[src/rtl/regfile_scoreboard.sv]
// Integer register file with optional writeback-to-read bypass and a per-register
// pending-write scoreboard fed by the issue handshake and retired by writeback.
module regfile_scoreboard #(
    parameter int                 DWIDTH  = 32,
    parameter int                 NREGS   = 32,
    parameter int                 AWIDTH  = $clog2(NREGS),
    parameter logic [DWIDTH-1:0]  SP_INIT = 32'h0110_0000,
    parameter int                 BYPASS  = 1,
    parameter int                 CNTW    = 2
) (
    input  logic              clk,
    input  logic              rst,
    input  logic [AWIDTH-1:0] rs1_i,
    input  logic [AWIDTH-1:0] rs2_i,
    output logic [DWIDTH-1:0] rs1data_o,
    output logic [DWIDTH-1:0] rs2data_o,
    output logic              rs1_busy_o,
    output logic              rs2_busy_o,
    input  logic              issue_valid_i,
    input  logic [AWIDTH-1:0] issue_rd_i,
    output logic              issue_ready_o,
    input  logic [AWIDTH-1:0] rd_i,
    input  logic [DWIDTH-1:0] datawb_i,
    input  logic              regwren_i,
    output logic              wb_err_o
);

    logic [DWIDTH-1:0] regs_q [NREGS];
    logic [DWIDTH-1:0] regs_d [NREGS];
    logic [CNTW-1:0]   cnt_q  [NREGS];
    logic [CNTW-1:0]   cnt_d  [NREGS];
    logic              wb_err_q, wb_err_d;

    logic wb_en;
    logic issue_acc;
    logic rs1_wb_hit, rs2_wb_hit;

    assign wb_en     = regwren_i && (rd_i != '0);
    assign issue_acc = issue_valid_i && issue_ready_o;

    // Bypass hits only matter for non-zero addresses; x0 is handled separately.
    assign rs1_wb_hit = (BYPASS != 0) && wb_en && (rd_i == rs1_i);
    assign rs2_wb_hit = (BYPASS != 0) && wb_en && (rd_i == rs2_i);

    always_comb begin
        rs1data_o  = '0;
        rs2data_o  = '0;
        rs1_busy_o = 1'b0;
        rs2_busy_o = 1'b0;
        if (rs1_i != '0) begin
            rs1data_o  = rs1_wb_hit ? datawb_i : regs_q[rs1_i];
            // A retiring writeback removes one pending write from the visible count.
            rs1_busy_o = rs1_wb_hit ? (cnt_q[rs1_i] > CNTW'(1)) : (cnt_q[rs1_i] != '0);
        end
        if (rs2_i != '0) begin
            rs2data_o  = rs2_wb_hit ? datawb_i : regs_q[rs2_i];
            rs2_busy_o = rs2_wb_hit ? (cnt_q[rs2_i] > CNTW'(1)) : (cnt_q[rs2_i] != '0);
        end
    end

    always_comb begin
        issue_ready_o = 1'b1;
        if ((issue_rd_i != '0) && (cnt_q[issue_rd_i] == '1) &&
            !(regwren_i && (rd_i == issue_rd_i))) begin
            issue_ready_o = 1'b0;
        end
    end

    always_comb begin
        for (int r = 0; r < NREGS; r++) begin
            regs_d[r] = regs_q[r];
        end
        if (wb_en) begin
            regs_d[rd_i] = datawb_i;
        end
    end

    always_comb begin
        logic inc, hit, dec;
        inc      = 1'b0;
        hit      = 1'b0;
        dec      = 1'b0;
        wb_err_d = wb_err_q;
        cnt_d[0] = '0;
        for (int r = 1; r < NREGS; r++) begin
            inc = issue_acc && (issue_rd_i == AWIDTH'(r));
            hit = wb_en && (rd_i == AWIDTH'(r));
            // A same-cycle issue counts first, so it can cancel a writeback to an idle register.
            dec = hit && ((cnt_q[r] != '0) || inc);
            if (hit && (cnt_q[r] == '0) && !inc) begin
                wb_err_d = 1'b1;
            end
            if (inc && !dec) begin
                cnt_d[r] = cnt_q[r] + CNTW'(1);
            end else if (dec && !inc) begin
                cnt_d[r] = cnt_q[r] - CNTW'(1);
            end else begin
                cnt_d[r] = cnt_q[r];
            end
        end
    end

    always_ff @(posedge clk or posedge rst) begin
        if (rst) begin
            for (int r = 0; r < NREGS; r++) begin
                regs_q[r] <= (r == 2) ? SP_INIT : '0;
                cnt_q[r]  <= '0;
            end
            wb_err_q <= 1'b0;
        end else begin
            for (int r = 0; r < NREGS; r++) begin
                regs_q[r] <= regs_d[r];
                cnt_q[r]  <= cnt_d[r];
            end
            wb_err_q <= wb_err_d;
        end
    end

    assign wb_err_o = wb_err_q;

endmodule
[config.mk]
export PLATFORM = sky130hd
export DESIGN_NAME = regfile_scoreboard
export DESIGN_NICKNAME = d
export VERILOG_FILES = /design/src/rtl/regfile_scoreboard.sv
export SDC_FILE = /design/constraint.sdc
export NUM_CORES = 2
export LEC_CHECK = 0
export BUFFER_PORTS_ARGS = -buffer_cell sky130_fd_sc_hd__buf_2
export CORE_MARGIN = 2
export CORE_UTILIZATION = 50
export DETAILED_ROUTE_END_ITERATION = 6
export GPL_TIMING_DRIVEN = 0
export PLACE_DENSITY = 0.66
export SETUP_SLACK_MARGIN = 0.3
export SLEW_MARGIN = 20
export SYNTH_ARGS = -nofsm -noshare
export SYNTH_HDL_FRONTEND = slang
export SYNTH_SLANG_ARGS = --single-unit
[constraint.sdc]
create_clock -name clk -period 60.3 [get_ports clk]
set_clock_uncertainty 0.2 [all_clocks]
set_input_delay 6.03 -clock clk [delete_from_list [all_inputs] [get_ports clk]]
set_output_delay 6.03 -clock clk [all_outputs]
set_load 0.005 [all_outputs]
==> impl_metrics.json <==
{
  "outcome": "complete, but fails checks",
  "failed_checks": "DRC",
  "first_iter_violations": 7541,
  "cp-start-kind": "input port",
  "p_leak_nw": 29.7,
  "swShare": 0.294,
  "grt_pass1_vias": 44000,
  "crit_path_end_kind": "output port",
  "crit_chain": "clkbuf_1, buf_2, buf_2, buf_2, xnor2_1, nand4_1, clkbuf_2, clkbuf_1, nor2_1, a211oi_1, buf_2",
  "cp_slowest_cell": "clkbuf_1",
  "intPower_mw": 1.66,
  "synth_top_family_by_area": "multiplexers",
  "wirelength_um": 266000,
  "hold-worst-slack_ns": 0.280,
  "hold_violations": 0,
  "timing.fmax_ghz": 0.0579,
  "hold_path.class": "reg -> reg",
  "slew_viol_final": 0,
  "final_cell_area_mm2": 0.0687,
  "synth_cell_type_count": 63,
  "overflow": 0,
  "clk_pin_slew_ns": 0.06,
  "ff2ff_setup_slack_ns": 56.35,
  "cap_violations": 0,
  "gp_congestion": 1.02,
  "remaining_drc_errors": 6,
  "area_delta_synth_final_pct": 14.3,
  "synth_compound_area_frac": 0.0388,
  "hold_buffers": 0,
  "postSynth.asyncResetShare": 1.00,
  "finalSetupViolCount": 0,
  "place_inst": 6005,
  "cts_buffers": 120,
  "dr_total_vias": 46000,
  "hpwl_um": 178000,
  "p_sw_uw": 692,
  "synth.area.mux_share": 0.428,
  "crit_type": "in -> out",
  "rr_startpoint": "cnt_q[57]",
  "final.fill_count": 9535,
  "synth_xor_area_frac": 0.00262,
  "cp_common_cell": "buf_2",
  "p_comb_frac": 0.229,
  "period_needed_ns": 17.28,
  "worstPathMaxFanout": 10,
  "yosysSeqAreaShare": 0.453,
  "die_h_um": 351,
  "dr.pass1.iters": 7,
  "clock_sinks": 1087,
  "cp.required_ns": 54.07,
  "post-cts-setup-buffer-count": 0,
  "grt_max_degree": 102,
  "port_buffers": 112,
  "layout-drive-gt1-share": 0.468,
  "synthCells": 4227,
  "vias_per_cell": 7.36,
  "wl_per_cell_um": 42.5,
  "min_from": "regs_q[996]",
  "die_w_um": 351,
  "grtUsageTotal": 0.436,
  "h-tree-depth": 3,
  "synth.cell_area_mm2": 0.0601,
  "pin_count": 124,
  "yosys.area_share.simple": 0.0460,
  "clkLatencyLatePin_ns": 0.77,
  "rows": 127,
  "critPathLaunch": "rs1_i[0]",
  "power.density_mw_per_mm2": 34.2,
  "finalSetupTns_ns": 0,
  "core_mm2": 0.119,
  "slowest_delay_ns": 0.97,
  "initial_utilization": 0.503,
  "fin_crit_sh": 0.287,
  "slew_headroom": 0.0634,
  "cts-root-buf": "clkbuf_16",
  "layout_common_cells": "dfrtp_1 (1085), mux2_2 (900), mux4_2 (637), nand2_1 (341), clkbuf_1 (254)",
  "cts_resized": 0,
  "fin_nets": 4573,
  "dpl_cell_area_mm2": 0.0642,
  "ys_ff_latch": 1087,
  "dieArea_mm2": 0.123,
  "final_common_cell": "dfrtp_1",
  "antenna_left": 0,
  "cts_buffer_depth": 3,
  "yosys.area_share.adder": 0.000208,
  "clockPowerShare": 0.349,
  "syn_avg_cell_area_um2": 14.2,
  "cts_tree": "done",
  "p_seq_frac": 0.422,
  "synthFlopType": "dfrtp_1",
  "antenna_found_initial": 26,
  "arrival_ns": 11.05,
  "rsz0062_at_grt": "no",
  "stdcell_count": 6255,
  "syn-num-nets": 4284,
  "grt_pass1_wl_um": 361000,
  "setup_slack_ns": 43.02,
  "yosysWarnings": 0,
  "synth-edff-count": 0,
  "post-place-ws_ns": 43.44,
  "irDropWorstVdd_mv": 0.0272,
  "worstMarginPinSlew_ns": 1.40
}
metrics by stage:
| stage | power, mW | utilization |
|---|---|---|
| floorplan | 1.33 | - |
| global placement | 1.49 | 0.524 |
| detailed placement | 1.52 | 0.538 |
| CTS | 2.32 | 0.574 |
| global route | 2.41 | 0.574 |
| finish | 2.35 | 0.575 |
layer usage:
layer	global-route usage	routed length [µm]	vias to the layer above
met2	0.585	107000	4227
met4	0.306	23900	34
met3	0.234	44800	1177
met1	0.533	89500	23800
met5	0.0106	444	-
li1	-	-	16700
final timing paths:
| kind | endpoint | cells after the start |
|---|---|---|
| hold reg to reg | regs_q[996] | 1 |
| hold / removal | regs_q[996] | 1 |
| max in group asynchronous | regs_q[546] | 9 |
| setup reg to reg | cnt_q[21] | 12 |
| setup / recovery | rs1data_o[17] | 11 |
| min in group asynchronous | regs_q[280] | 2 |
state kept, by name (all words and copies together) (netlist names):
name	flops
regs_q	1024
cnt_q	62
wb_err_o	1
area by class of cell:
class / count / area [µm²] / share of cell area
inverter: 26 / 105 / 0.00153
clock inverter: 51 / 718 / 0.0105
buffer: 455 / 2000 / 0.0291
timing repair buffer: 167 / 1920 / 0.0280
tap: 1612 / 2020 / 0.0294
sequential: 1087 / 27200 / 0.396
antenna: 23 / 57.6 / 0.000838
multi-input combinational: 2659 / 31000 / 0.451
clock buffer: 175 / 3650 / 0.0532
cell families (layout without fill, tap and decap cells):
group	after synthesis	after routing
AOI/OAI and AO/OA	358	358
xor gates and xnor gates	18	18
adders and majority gates	1	1
buffers and inverters	481	874
DFF	1087	1087
and+or+nand+nor	625	625
muxes	1657	1657
other	0	23
power groups by stage:
stage          Clock [mW]  Sequential (mW)  Combinational (mW)
6_report            0.820            0.993               0.538
5_1_grt             0.846             1.01               0.557
4_1_cts             0.815            0.984               0.522
3_5_place_dp            0            0.995               0.520
3_3_place_gp            0            0.990               0.500
2_1_floorplan           0            0.957               0.375
critical path: cells and delay by family:
kind	cells	cell delay, ns
AND/OR/NAND/NOR	2	0.24
XOR/XNOR	1	0.14
buffers and inverters	7	3.88
AO/OA/AOI/OAI	1	0.73
synthesized netlist by cell type (all sizes together), types with 8 or more instances:
cell type  count  area (µm²)
nand3b         8        60.1
a21oi         85         437
dfrtp       1085       27200
mux2         900       10100
o21a           9        67.6
xor2          12         105
o21ai         88         440
clkbuf       337        1260
nor2         127         477
and3          15        93.8
inv           26        97.6
buf          118         542
or3b          20         175
nand2        342        1290
nand3          8        40.0
nor3          34         170
mux4         639       14400
nor2b         39         246
a211oi       124         931
mux2i        118        1180
No activity file was read; power rests on OpenSTA's default activity.
